### config.mk
export PLATFORM = sky130hd
export DESIGN_NAME = arc4_prga
export DESIGN_NICKNAME = d
export VERILOG_FILES = /design/src/rtl/arc4_pkg.sv /design/src/rtl/arc4_prga.sv
export SDC_FILE = /design/constraint.sdc
export NUM_CORES = 1
export LEC_CHECK = 0
export ABC_AREA = 1
export CAP_MARGIN = 20
export CORE_ASPECT_RATIO = 1.25
export CORE_MARGIN = 2
export CORE_UTILIZATION = 40
export DETAILED_ROUTE_END_ITERATION = 12
export HOLD_SLACK_MARGIN = 0.1
export PLACE_DENSITY_LB_ADDON = 0.1
export REMOVE_ABC_BUFFERS = 1
export SLEW_MARGIN = 5
export SYNTH_ARGS = -nofsm -noshare
export SYNTH_HDL_FRONTEND = slang
export SYNTH_SLANG_ARGS = --single-unit
export TNS_END_PERCENT = 1
### constraint.sdc
create_clock -name clk -period 2.2 [get_ports clk]
set_input_delay 0.44 -clock clk [delete_from_list [all_inputs] [get_ports clk]]
set_output_delay 0.44 -clock clk [all_outputs]
set_load 0.005 [all_outputs]
### src/rtl/arc4_pkg.sv
// Shared ARC4 definitions: S-box geometry and the PRGA/decrypt state encoding.
package arc4_pkg;

  localparam int unsigned S_DEPTH = 256;
  localparam int unsigned BYTE_W  = 8;

  typedef enum logic [3:0] {
    ST_IDLE,
    ST_RD_LEN,
    ST_WR_LEN,
    ST_RDI,
    ST_LATI,
    ST_LATJ,
    ST_WRI,
    ST_RDP,
    ST_LATP,
    ST_DONE
  } prga_state_t;

endpackage

### src/rtl/arc4_prga.sv
// ARC4 PRGA + decrypt: reads length-prefixed ciphertext, swaps S in place and
// writes the length-prefixed plaintext; one FSM state per clock.
module arc4_prga
  import arc4_pkg::*;
#(
  parameter int unsigned MSG_AW = 8
) (
  input  logic              clk,
  input  logic              rst,
  input  logic              en,
  output logic              rdy,
  output logic [7:0]        s_addr,
  input  logic [7:0]        s_rddata,
  output logic [7:0]        s_wrdata,
  output logic              s_wren,
  output logic [MSG_AW-1:0] ct_addr,
  input  logic [7:0]        ct_rddata,
  output logic [MSG_AW-1:0] pt_addr,
  output logic [7:0]        pt_wrdata,
  output logic              pt_wren
);

  prga_state_t       state_q, state_d;
  logic [7:0]        i_q, i_d;
  logic [7:0]        j_q, j_d;
  logic [7:0]        si_q, si_d;
  logic [7:0]        sj_q, sj_d;
  logic [MSG_AW-1:0] k_q, k_d;
  logic [MSG_AW-1:0] len_q, len_d;

  always_ff @(posedge clk) begin
    if (rst) begin
      state_q <= ST_IDLE;
      i_q     <= '0;
      j_q     <= '0;
      si_q    <= '0;
      sj_q    <= '0;
      k_q     <= '0;
      len_q   <= '0;
    end else begin
      state_q <= state_d;
      i_q     <= i_d;
      j_q     <= j_d;
      si_q    <= si_d;
      sj_q    <= sj_d;
      k_q     <= k_d;
      len_q   <= len_d;
    end
  end

  always_comb begin
    state_d   = state_q;
    i_d       = i_q;
    j_d       = j_q;
    si_d      = si_q;
    sj_d      = sj_q;
    k_d       = k_q;
    len_d     = len_q;
    rdy       = 1'b0;
    s_addr    = '0;
    s_wrdata  = '0;
    s_wren    = 1'b0;
    ct_addr   = '0;
    pt_addr   = '0;
    pt_wrdata = '0;
    pt_wren   = 1'b0;

    case (state_q)
      ST_IDLE: begin
        rdy = 1'b1;
        if (en) begin
          state_d = ST_RD_LEN;
          i_d     = '0;
          j_d     = '0;
          k_d     = MSG_AW'(1);
        end
      end
      ST_RD_LEN: begin
        ct_addr = '0;
        state_d = ST_WR_LEN;
      end
      ST_WR_LEN: begin
        len_d     = MSG_AW'(ct_rddata);
        pt_addr   = '0;
        pt_wrdata = ct_rddata;
        pt_wren   = 1'b1;
        if (len_d == '0) begin
          state_d = ST_DONE;
        end else begin
          i_d     = 8'd1;
          state_d = ST_RDI;
        end
      end
      ST_RDI: begin
        s_addr  = i_q;
        state_d = ST_LATI;
      end
      // j is advanced here so the S[j] read issues before either swap write,
      // which makes i==j read the pre-swap value.
      ST_LATI: begin
        si_d    = s_rddata;
        j_d     = j_q + s_rddata;
        s_addr  = j_d;
        state_d = ST_LATJ;
      end
      ST_LATJ: begin
        sj_d     = s_rddata;
        s_addr   = j_q;
        s_wrdata = si_q;
        s_wren   = 1'b1;
        state_d  = ST_WRI;
      end
      ST_WRI: begin
        s_addr   = i_q;
        s_wrdata = sj_q;
        s_wren   = 1'b1;
        state_d  = ST_RDP;
      end
      ST_RDP: begin
        s_addr  = si_q + sj_q;
        ct_addr = k_q;
        state_d = ST_LATP;
      end
      ST_LATP: begin
        pt_addr   = k_q;
        pt_wrdata = s_rddata ^ ct_rddata;
        pt_wren   = 1'b1;
        if (k_q == len_q) begin
          state_d = ST_DONE;
        end else begin
          k_d     = k_q + MSG_AW'(1);
          i_d     = i_q + 8'd1;
          state_d = ST_RDI;
        end
      end
      ST_DONE: begin
        state_d = ST_IDLE;
      end
      default: begin
        state_d = ST_IDLE;
      end
    endcase
  end

endmodule

==> run summary, run 1 <==
The largest vdd supply drop is 0.351 mV. The total number of H-tree levels came out at 2. The met3 usage came out at 0.0257. The number of synthesized register bits is 52. The chip height is 109 um. The number of top-level design ports is 62. The number of cells on the worst reg-to-reg path is 16. For this run, global-route usage on met1 was measured as 0.281. The storage element area is 1050 um^2. For the worst setup path, the data arrival time is 2000 ps. The required time of the critical path came out at 1760 ps. For this run, the register share of the synthesized area comes to 0.295. The global placer's final weighted congestion came out at 0.880. The worst-case hold slack came out at 481 ps. The half-perimeter wire length of the detailed placement result came out at 8.36 mm. The starting density of the core came out at 0.410. The total power consumption of the routed design came out at 3.07 mW. 0 antenna diodes ended up in the layout. The share of the core filled with cells in the final layout is 0.614.

By count the netlist is led by 126 x nand2_1, 86 x nor2_1, 52 x dfxtp_1. The total number of nets in the final design is 720. The clock sink count came out at 52.

The fraction of registers with async set/reset came out at 0. The worst register-to-register path ends at j_q[6]$_SDFFE_PP0P_. The number of hold buffers added after cts is 0.

The number of global-route vias before repair is 3826. The sort of element at the end of the critical path is an output pin. The count of flip-flops with a built-in enable after synthesis is 0. The area growth from synthesis to layout is 49.9%. The number of optimization iterations in the first detailed-route pass came out at 5. The post-synthesis cell count came out at 539.

The final worst-path setup slack came out at -238 ps. The port buffer count is 61. The final-report hold violation count was 0. The number of standard-cell rows in the floorplan came out at 38.

In the global route stage, overall resource usage came out at 0.244. The actual slew at the worst max-slew pin came out at 510 ps. The clock latency at the later pin of the worst-skew pair is 300 ps. The largest individual stage delay along the critical path comes from the cell clkdlybuf4s50_1.

The largest single stage delay on the critical path is 530 ps. The total global routing overflow is 0. The buffer and inverter count on the worst path came out at 3. The most heavily used metal layer in global routing is met2. The most instantiated flip-flop cell in the synthesis netlist is dfxtp_1.

The first-pass GRT wire length is 18.3 mm. The floorplan step set the die width to 88.0 um. The internal reg-to-reg setup slack is -200 ps. The DRC violations left came out at 0.

The detailed-route wire length is 11.4 mm. The flow ran to the end, but the final reports show violations. The DRC marker count from the first detailed-route iteration is 198.

The fraction of layout instances using a drive strength above 1 came out at 0.259. Walking the worst path, the cells encountered are buf_4 -> nor2_4 -> buf_4 -> nand3_4 -> o31ai_2 -> clkdlybuf4s50_1. The critical path in this run is classified as reg -> out.

The highest clock rate came out at 410 MHz. After floorplanning, the core was sized to cover 8610 um^2. The tree is rooted in a clkbuf_8.

The post-route clock skew is 11.7 ps. Setup repair after global routing could not meet its margin everywhere. The post-synthesis average cell area is 6.54 um^2. The kind of cell with the highest combined delay along the critical path is buffers and inverters. The cell accounting for the most synthesized area is dfxtp_1.

The total area of multi-input combinational cells came out at 2460 um^2. The final reports fail on setup timing. The final max-slew violation count came out at 0. The number of distinct library cells after synthesis is 38. In this run, CTS created clock tree buffers numbering 5. After layout, the minimum clock period comes to 2440 ps. The worst register-to-register path begins at j_q[0]$_SDFFE_PP0P_.

Setup violations remaining at the end of the flow were counted as 28. The worst-case headroom to the max-slew limit is 0.659. The number of nets still failing antenna checks after routing came out at 0. The clock transition at the registers of the reported paths is 100 ps. Following the worst setup path forward leads to its endpoint at pt_wrdata[6]. The number of antenna violations at the first check in global routing came out at 0.

The die covers 9580 um^2. The most frequent cell on the critical path is buf_4. The logic depth of the worst setup path including buffers came out at 6. The total power per unit cell area came out at 581 nW/um^2. The path class of the tightest hold or removal check is reg -> reg. For this design the static power due to leakage is 2.42 nW. The met2 usage is 0.460. The max-capacitance violation count is 0. In this run the worst path has a maximum fanout of 6. For this run, the number of Yosys warnings is 0. The largest net degree at the start of global routing is 25. After synthesis, the cell types taking the most area are dfxtp_1 30%, nand2_1 13%, nor2_1 9.2%. The share of the synthesized area in the top cell type came out at 0.295. The total vias in the final route is 4055. The critical path starts at state_q[1]$_SDFFE_PP0N_.

The type of element launching the critical path is a flop. The post-synthesis instance area came out at 3520 um^2. The number of fill cells in the layout came out at 834.

The detailed-route wire length per cell came out at 14.2 um. The longest clock path from root to sink contains 2 buffers. In the routed layout, each cell is associated on average with a via count of 5.05. In the finished design, the share of the clock period the worst path needs comes to 1.11. In the post-synthesis netlist, the cell with the most instances is nand2_1. TritonCTS built the clock tree.
cells by family after synthesis:
kind of cell	share of synthesized area
xor+xnor	0.0224
simple gates	0.348
buf+inv	0.0834
flops	0.295
compound gates	0.182
fa+ha+maj	0.0682
repair_timing:
item | CTS | global route
resized for setup | 97 | 22
cloned | 2 | 0
setup endpoints to repair | 41 | 43
buffers inserted | 17 | 0
pin swaps | 21 | 4
report_power, final:
group	switching (mW)	internal (mW)	leakage, nW	total, mW
clock	0.328	0.217	0.0400	0.545
combinational	0.774	0.606	1.96	1.38
sequential	0.104	1.04	0.425	1.15
total	1.21	1.87	2.42	3.07
worst min path at each step:
stage                               start                    end  slack (ps)  cells past startpoint
finish              len_q[1]$_SDFFE_PP0P_  len_q[1]$_SDFFE_PP0P_         480                      2
global route        len_q[0]$_SDFFE_PP0P_  len_q[0]$_SDFFE_PP0P_         510                      2
CTS                 len_q[1]$_SDFFE_PP0P_  len_q[1]$_SDFFE_PP0P_         480                      2
detailed placement  len_q[1]$_SDFFE_PP0P_  len_q[1]$_SDFFE_PP0P_         470                      2
global placement    len_q[0]$_SDFFE_PP0P_  len_q[0]$_SDFFE_PP0P_         460                      2
floorplan           len_q[1]$_SDFFE_PP0P_  len_q[1]$_SDFFE_PP0P_         450                      2
state kept, by name, summed over array words and instances, names as in the netlist:
| signal | count |
|---|---|
| j_q | 8 |
| si_q | 8 |
| len_q | 8 |
| state_q | 4 |
| k_q | 8 |
| i_q | 8 |
| sj_q | 8 |
through the flow:
step | cell area [um^2] | setup WS (ps) | setup TNS [ps] | cells
floorplan | 3460 | 166 | 0 | 524
global placement | 4800 | -1010 | -7540 | 779
detailed placement | 4800 | -1060 | -7920 | 779
CTS | 5240 | -261 | -5110 | 803
global route | 5280 | -327 | -6970 | 803
finish | 5280 | -238 | -3800 | 803
cell usage in the layout, fill, tap and decap left out, types with 9 or more instances in the layout:
| cell | Yosys | final |
|---|---|---|
| nand2_1 | 126 | 124 |
| nor2_1 | 86 | 81 |
| buf_4 | 1 | 78 |
| inv_1 | 50 | 49 |
| dfxtp_1 | 52 | 45 |
| a21oi_1 | 48 | 44 |
| clkdlybuf4s50_1 | 0 | 31 |
| nand3_1 | 30 | 25 |
| o21ai_0 | 26 | 21 |
| dlygate4sd2_1 | 0 | 15 |
| nand4_1 | 11 | 11 |
| inv_2 | 10 | 10 |
| ha_4 | 0 | 9 |
tightest hold or removal path: stages (launching register included):
cell and delay (ps):
dfxtp_1 330, nand2_1 60, a21oi_1 50
final cells by class:
type | instances | area share
multi-input cells | 414 | 0.465
clock inverters | 2 | 0.00237
repair buffers | 150 | 0.249
clock buffers | 5 | 0.0130
well taps | 120 | 0.0284
inverters | 60 | 0.0431
flip-flops and latches | 52 | 0.199
metal layers:
layer | up-vias | wire length [um]
li1 | 2071 | -
met1 | 1864 | 4600
met2 | 100 | 6070
met3 | 20 | 446
met4 | 0 | 276
met5 | - | 0
Note: power is estimated with default switching activity, not from simulation.
==> inputs of run 2 (changes only) <==
Settings changed: ABC_CLOCK_PERIOD_IN_PS set to 2200, CAP_MARGIN 20 to unset, CELL_PAD_IN_SITES_DETAIL_PLACEMENT set to 2, CELL_PAD_IN_SITES_GLOBAL_PLACEMENT set to 2, CORE_UTILIZATION 40 to 29.
==> run summary, run 2 (synthesized netlist as in run 1, its figures left out) <==
The detailed-route wire length is 18.2 mm. The share of the core filled with cells in the final layout came out at 0.462. The switching power summed over all nets is 1.43 mW.

The actual slew at the worst max-slew pin came out at 689 ps. The placed instance count is 837. The area inside the core boundary came out at 12000 um^2. The clock sink count came out at 52. For this configuration, the core starts out at a cell density of 0.294.

The deepest clock path buffer count came out at 2. The number of hold buffers added after cts is 0. The port buffer count is 61. The die covers 13100 um^2.

In this run the count of I/O pins placed on the die edge is 62. After layout, the minimum clock period comes to 2530 ps. The clock transition at the registers of the reported paths came out at 70 ps. For this design the ratio of total power to cell area is 640 nW/um^2. The post-route clock skew is 9.10 ps. The first-pass GRT wire length is 27.2 mm. Max-cap violations in this run came to 0. The required time of the critical path is 1760 ps.

In the routed design, unresolved DRC markers number 0. The largest net degree at the start of global routing is 34. Of the cells placed in the final design, the portion with a size suffix greater than 1 is 0.316. The final reports fail on setup timing. Of all nets on the critical path, the largest fanout is 4.

The number of nets still failing antenna checks after routing came out at 0. The worst-case headroom to the max-slew limit came out at 0.540. The clock tree from TritonCTS is built. The worst setup path is launched from a flop. The detailed router placed 4420 vias in this run. Summed over all layers, the global routing overflow is 0. The classification of the worst setup path is reg -> out. Setup repair after global routing could not meet its margin everywhere.

The total negative setup slack came out at -3180 ps. The flow ran to the end, but the final reports show violations. The total number of H-tree levels came out at 2. For this design the static power due to leakage is 2.56 nW. The combinational cell fraction of total power came out at 0.429. Of the available clock period, the critical path in the final layout requires 1.15. Across the VDD grid, the largest voltage drop is 0.303 mV. The path class of the tightest hold or removal check is reg -> reg. The arrival time at the worst endpoint came out at 2090 ps. The net switching share of the total power is 0.405.

The number of standard-cell rows in the floorplan came out at 45. The clock latency at the later pin of the worst-skew pair is 310 ps. The total number of nets in the final design came out at 730. The repair_antennas step left the layout with diodes totalling 0.

In this run, the number of DRC markers left after iteration 0 of detailed routing was 192. The detailed-route wire length per cell came out at 21.2 um. The tree is rooted in a clkbuf_16.

The worst setup path is captured at an output pin. The average via count per standard cell came out at 5.15. The worst-case hold slack is 485 ps. Buffers inserted during clock tree synthesis total 5. The number of global-route vias before repair came out at 5142.

The highest clock rate came out at 396 MHz. The portion of total power attributed to the clock network came out at 0.239. In the global route stage, overall resource usage came out at 0.277. The internal power came out at 2.11 mW. The post-layout instance count excluding filler cells came out at 858.

The share of total power dissipated in sequential elements is 0.332. The chip height came out at 127 um. After legalization and detailed placement, the total HPWL measured 12.1 mm. Routability-driven placement finished with a final weighted congestion of 0.859. The width of the die is 103 um. The final max-slew violation count came out at 0. The final count of negative-setup-slack endpoints is 22. Leaving out fill and tap cells, the most frequent cell in the layout is nand2_1. The final worst-path setup slack is -327 ps. The final-report hold violation count was 0. Total power for the finished layout comes to 3.54 mW. The area growth from synthesis to layout came out at 57.0%.

The number of antenna violations at the first check in global routing is 0. Leaving out fill and tap cells, the most frequent cells in the layout are 117 x nand2_1, 94 x buf_4, 80 x nor2_1. The number of optimization iterations in the first detailed-route pass is 6.
==> run 2: cell types whose count changed in the layout (fill, tap and decap cells not counted), sizes merged, moves of 2 or more <==
| cell | delta |
|---|---|
| clkdlybuf4s50 | -5 |
| nand3 | -2 |
| dlygate4sd2 | -3 |
| clkbuf | +7 |
| dlymetal6s2s | +2 |
| buf | +15 |
==> run 2: power by group through the flow <==
stage | clock [mW] | sequential, mW | combinational, mW
finish | 0.845 | 1.18 | 1.52
global route | 0.885 | 1.19 | 1.65
CTS | 0.848 | 1.16 | 1.42
detailed placement | 0 | 1.17 | 1.34
global placement | 0 | 1.16 | 1.27
floorplan | 0 | 1.14 | 0.687
==> run 2: area by class of cell <==
type                            instances  area [um^2]
Clock buffer                            8          146
Fill cell                            1444         6460
Inverter                               60          238
Multi-Input combinational cell        412         2530
Sequential cell                        52         1060
Tap cell                              164          205
Timing Repair Buffer                  162         1360
==> run 2: critical path: stages, from the launching register on <==
cell and delay (ps):
dfxtp_2 340, ha_4 300, buf_4 130, nand2_1 90, inv_1 100, nand4_1 110
o211ai_1 170, a21oi_1 140, o21ai_2 130, nand3_1 120, buf_2 150
==> run 2: repair_timing <==
item	in CTS	in global routing
endpoints found under the hold margin	0	0
gates resized for setup	122	53
setup endpoints to repair	42	45
pin swaps	22	13
setup buffers	11	4
==> run 2: final timing paths <==
check | start | to | slack (ps) | cells past startpoint
worst max-delay path | sj_q[4]$_SDFFE_PP0P_ | s_addr[6] | -330 | 10
worst min-delay path | len_q[5]$_SDFFE_PP0P_ | len_q[5]$_SDFFE_PP0P_ | 480 | 2
worst max register to register | state_q[0]$_SDFFE_PP0N_ | i_q[1]$_SDFFE_PP0P_ | 140 | 13
worst min register to register | len_q[5]$_SDFFE_PP0P_ | len_q[5]$_SDFFE_PP0P_ | 480 | 2
==> run 2: per-layer routing <==
layer | up-vias | track usage | routed length (um)
met5 | - | 0 | 0
met4 | 0 | 0.148 | 886
met1 | 2198 | 0.268 | 6740
met2 | 97 | 0.538 | 10100
met3 | 44 | 0.0449 | 496
li1 | 2081 | - | -
==> run 2: through the flow <==
step           cell area, um^2  setup slack [ps]
2_1_floorplan             3460               166
6_report                  5540              -327
4_1_cts                   5410              -233
3_5_place_dp              4940             -1110
3_3_place_gp              4940             -1010
5_1_grt                   5540              -368
